===== src/rtl/sdram_arbit.sv =====
// SDRAM bus arbiter: owns the SDRAM command/address pins.
// The init sequencer drives them until it reports done. After that, the
// refresh, write and read channels are granted in fixed priority.
module sdram_arbit #(
  parameter logic [3:0] CMD_NOP = 4'b0111
) (
  input  logic        sclk,
  input  logic        s_rst_n,
  // init sequencer
  input  logic        flag_init_end,
  input  logic [3:0]  init_cmd,
  input  logic [11:0] init_addr,
  // auto-refresh channel
  input  logic        ref_req,
  output logic        ref_en,
  input  logic        flag_ref_end,
  input  logic [3:0]  aref_cmd,
  input  logic [11:0] aref_addr,
  // write channel
  input  logic        wr_req,
  output logic        wr_en,
  input  logic        flag_wr_end,
  input  logic [3:0]  wr_cmd,
  input  logic [11:0] wr_addr,
  // read channel
  input  logic        rd_req,
  output logic        rd_en,
  input  logic        flag_rd_end,
  input  logic [3:0]  rd_cmd,
  input  logic [11:0] rd_addr,
  // SDRAM pins
  output logic        sdram_cke,
  output logic        sdram_cs_n,
  output logic        sdram_ras_n,
  output logic        sdram_cas_n,
  output logic        sdram_we_n,
  output logic [1:0]  sdram_bank,
  output logic [11:0] sdram_addr
);

  typedef enum logic [2:0] {
    INIT  = 3'd0,
    ARBIT = 3'd1,
    AREF  = 3'd2,
    WRITE = 3'd3,
    READ  = 3'd4
  } state_t;

  state_t     state;
  state_t     state_nxt;
  logic [3:0] sd_cmd;

  // State register
  always_ff @(posedge sclk or negedge s_rst_n) begin
    if (!s_rst_n) state <= INIT;
    else          state <= state_nxt;
  end

  // Next state: fixed-priority pick in ARBIT, return to ARBIT on the owner's end flag
  always_comb begin
    state_nxt = state;
    unique case (state)
      INIT:  if (flag_init_end) state_nxt = ARBIT;
      ARBIT: begin
        if (ref_req)     state_nxt = AREF;
        else if (wr_req) state_nxt = WRITE;
        else if (rd_req) state_nxt = READ;
      end
      AREF:  if (flag_ref_end) state_nxt = ARBIT;
      WRITE: if (flag_wr_end)  state_nxt = ARBIT;
      READ:  if (flag_rd_end)  state_nxt = ARBIT;
      default: state_nxt = INIT;
    endcase
  end

  // Grant pulses: high only in the first cycle of the granted state
  always_ff @(posedge sclk or negedge s_rst_n) begin
    if (!s_rst_n) begin
      ref_en <= 1'b0;
      wr_en  <= 1'b0;
      rd_en  <= 1'b0;
    end else begin
      ref_en <= (state == ARBIT) && (state_nxt == AREF);
      wr_en  <= (state == ARBIT) && (state_nxt == WRITE);
      rd_en  <= (state == ARBIT) && (state_nxt == READ);
    end
  end

  // Clock enable comes up on the first edge after reset release
  always_ff @(posedge sclk or negedge s_rst_n) begin
    if (!s_rst_n) sdram_cke <= 1'b0;
    else          sdram_cke <= 1'b1;
  end

  // Pin mux: the current owner drives command and address, NOP when idle
  always_comb begin
    sd_cmd     = CMD_NOP;
    sdram_addr = '0;
    unique case (state)
      INIT:  begin sd_cmd = init_cmd; sdram_addr = init_addr; end
      AREF:  begin sd_cmd = aref_cmd; sdram_addr = aref_addr; end
      WRITE: begin sd_cmd = wr_cmd;   sdram_addr = wr_addr;   end
      READ:  begin sd_cmd = rd_cmd;   sdram_addr = rd_addr;   end
      default: begin sd_cmd = CMD_NOP; sdram_addr = '0; end
    endcase
  end

  assign {sdram_cs_n, sdram_ras_n, sdram_cas_n, sdram_we_n} = sd_cmd;
  assign sdram_bank = '0;

endmodule


===== config.mk =====
export PLATFORM = sky130hd
export DESIGN_NAME = sdram_arbit
export DESIGN_NICKNAME = d
export VERILOG_FILES = /design/src/rtl/sdram_arbit.sv
export SDC_FILE = /design/constraint.sdc
export NUM_CORES = 1
export LEC_CHECK = 0
export BUFFER_PORTS_ARGS = -buffer_cell sky130_fd_sc_hd__buf_2
export CORE_MARGIN = 3
export CORE_UTILIZATION = 29
export DETAILED_ROUTE_END_ITERATION = 12
export GPL_ROUTABILITY_DRIVEN = 0
export PLACE_DENSITY = 0.75
export SLEW_MARGIN = 20
export SYNTH_ARGS = -nofsm -noshare
export SYNTH_HDL_FRONTEND = slang
export SYNTH_SLANG_ARGS = --single-unit

===== constraint.sdc =====
create_clock -name sclk -period 2 [get_ports sclk]
set_input_delay 0.3 -clock sclk [delete_from_list [all_inputs] [get_ports sclk]]
set_output_delay 0.3 -clock sclk [all_outputs]
set_load 0.03 [all_outputs]

==> results.cfg <==
[run_status]
status = finished, final reports clean

[drt]
via_count = 1168
drt-pass1-iter-count = 4
viasPerCell = 5.01
wire_per_inst_um = 13.0
dr.max_layer_used = met4
postRouteAntennaNets = 0
drc = 0
wl_met1_um = 1190
drt_iter0_markers = 48
routed-wl-met3_um = 174
wirelength_um = 3030
wl_met2_um = 1640

[floorplanning]
die_w_um = 61.6
core_um2 = 2850
die_h_um = 61.6
initial_core_util = 0.314
rows = 19
fp.dieArea_um2 = 3790
io_pins = 95

[grt]
grt_max_degree = 15
grt_antenna_before_repair = 0
track_usage = 0.157
overflow = 0
grt_pass1_wl_um = 4470
grt_pass1_vias = 1093

[job]
cap_viol_max_count = 0

[timing]
fmax_mhz = 540
final-hold-violation-count = 0
rsz0062_at_grt = false
post-route-period-util = 0.926
setup_viol = 0
finalClockSkew_ns = 0.000643
finalMaxSlewViolations = 0
setup-tns-final_ns = 0
min_period_ns = 1.85
fin_hold_ws_ns = 0.266

[clock_network]
numCtsBuffers = 3
postCtsSetupBuffers = 0
cts_root_buffer = clkbuf_4
cts_tree = done
clock_latency_ns = 0.25
htreeDepth = 1
clockBufferDepth = 2
clk_pin_slew_ns = 0.05
cts_num_sinks = 7

[finish]
num-nets-final = 276
seq_area_um2 = 176
diodes = 0
layout-drive-gt1-share = 0.520
area_growth_pct = 55.6
utilization = 0.489
multi_input_area_um2 = 584
final_common_cell = buf_2
final_cell_mix = buf_2 (92), mux2i_1 (16), inv_1 (14), a22o_1 (14), o22ai_1 (13)
n_fill_cell = 304

[power]
p_leak_nw = 0.803
clkPwrFrac = 0.073
pwr-share-comb = 0.800
seq_power_share = 0.128
intPower_uw = 792
power_switching_uw = 943
peakVddDrop_mv = 0.449
switching_share = 0.543
powerDensity_nw_per_um2 = 1240

[logic_synthesis]
yosysSeqAreaShare = 0.196
syn-cell-area_um2 = 896
synth.largest_area_cell = dfrtp_1
synth_area_per_cell_um2 = 8.14
yosysUniqueCellTypes = 27
synthCells = 110
yosys_warnings = 0
yosysTopAreaCellShare = 0.196
synth_area_leaders = dfrtp_1 (20%), mux2i_1 (18%), a22o_1 (14%)
ys_seq_elements = 7

[setup_path]
path_max_fanout = 14
critPathArrivalTime_ns = 1.55
crit_type = register to output port
cp-start-kind = register
cp-end-kind = output port
required_ns = 1.70

[min_path]
hold_path_class = input pin to register

[placement]
dp_hpwl_um = 2460
io_buffers = 92
-- synthesized netlist by cell type --
cell type and count:
buf_4 4, nand2b_1 3, buf_1 1, buf_12 1, o31ai_1 1, inv_1 14
o32a_1 1, and2_1 3, nor4_1 2, nand2b_4 1, nor4b_1 1, buf_2 5
nand2_1 2, a21oi_1 2, a22o_1 14, nor2b_1 2, nor2_1 5, dfrtp_1 7
buf_6 1, o21ai_0 1, conb_1 2, mux2i_1 16, a211oi_1 3, or3_1 1
a22oi_1 3, o22ai_1 13, mux2_2 1
-- power by group through the flow --
stage | clock network [mW] | logic, mW | registers, mW
after floorplan | 0 | 1.08 | 0.221
after global placement | 0 | 1.38 | 0.219
after detailed placement | 0 | 1.38 | 0.221
after CTS | 0.133 | 1.39 | 0.219
after global routing | 0.150 | 1.50 | 0.228
final | 0.127 | 1.39 | 0.221
-- worst paths after layout --
| kind | depth (start not counted) | from | slack, ns | end |
|---|---|---|---|---|
| worst max-delay path | 5 | state[1] | 0.15 | sdram_addr[11] |
| worst min-delay path | 2 | ref_req | 0.27 | rd_en |
| worst max register to register | 4 | state[0] | 0.56 | wr_en |
| worst min register to register | 3 | state[0] | 0.71 | state[0] |
| max in group asynchronous | 2 | s_rst_n | 1.39 | state[0] |
| min in group asynchronous | 2 | s_rst_n | 0.44 | wr_en |
-- timing repair --
action	4_1_cts	5_1_grt
setup endpoints to repair	0	10
hold buffers	1	0
endpoints found under the hold margin	7	0
gates resized for setup	0	2
-- sequential cells by signal, summed over array words and instances, names as in the netlist --
signal     flops
state          3
rd_en          1
ref_en         1
sdram_cke      1
wr_en          1
-- cells by family (layout without fill, tap and decap cells) --
family	Yosys count	count (layout)	share of synthesized area
muxes	17	17	0.191
other	2	3	0.00838
and+or+nand+nor	20	20	0.131
buffers and inverters	26	117	0.159
AOI/OAI and AO/OA	38	38	0.314
DFF	7	7	0.196
-- metal layers --
metal,global-route usage,up-vias
met4,0.0515,0
met5,0,-
met1,0.178,534
li1,-,586
met3,0.0356,3
met2,0.288,45
-- critical path, cell delays in order, from the launching register on --
cell     delay, ns
dfrtp_1       0.38
buf_4         0.23
mux2i_1       0.23
o22ai_1       0.10
a22o_1        0.19
buf_2         0.17
-- through the flow --
step / worst slack, ns / instance area, um^2 / total power, mW / std cells
final: 0.148 / 1390 / 1.74 / 233
after global routing: 0.00000455 / 1390 / 1.88 / 233
after CTS: 0.0449 / 1390 / 1.74 / 233
after detailed placement: 0.331 / 1350 / 1.60 / 228
after global placement: 0.399 / 1350 / 1.60 / 228
after floorplan: 0.321 / 900 / 1.30 / 111
-- cell type report --
class | instances | share of cell area
multi-input cells | 78 | 0.419
flip-flops and latches | 7 | 0.127
well taps | 31 | 0.0278
clock buffers | 4 | 0.0189
inverters | 14 | 0.0377
repair buffers | 99 | 0.370
Power figures use the tool's default switching activity.
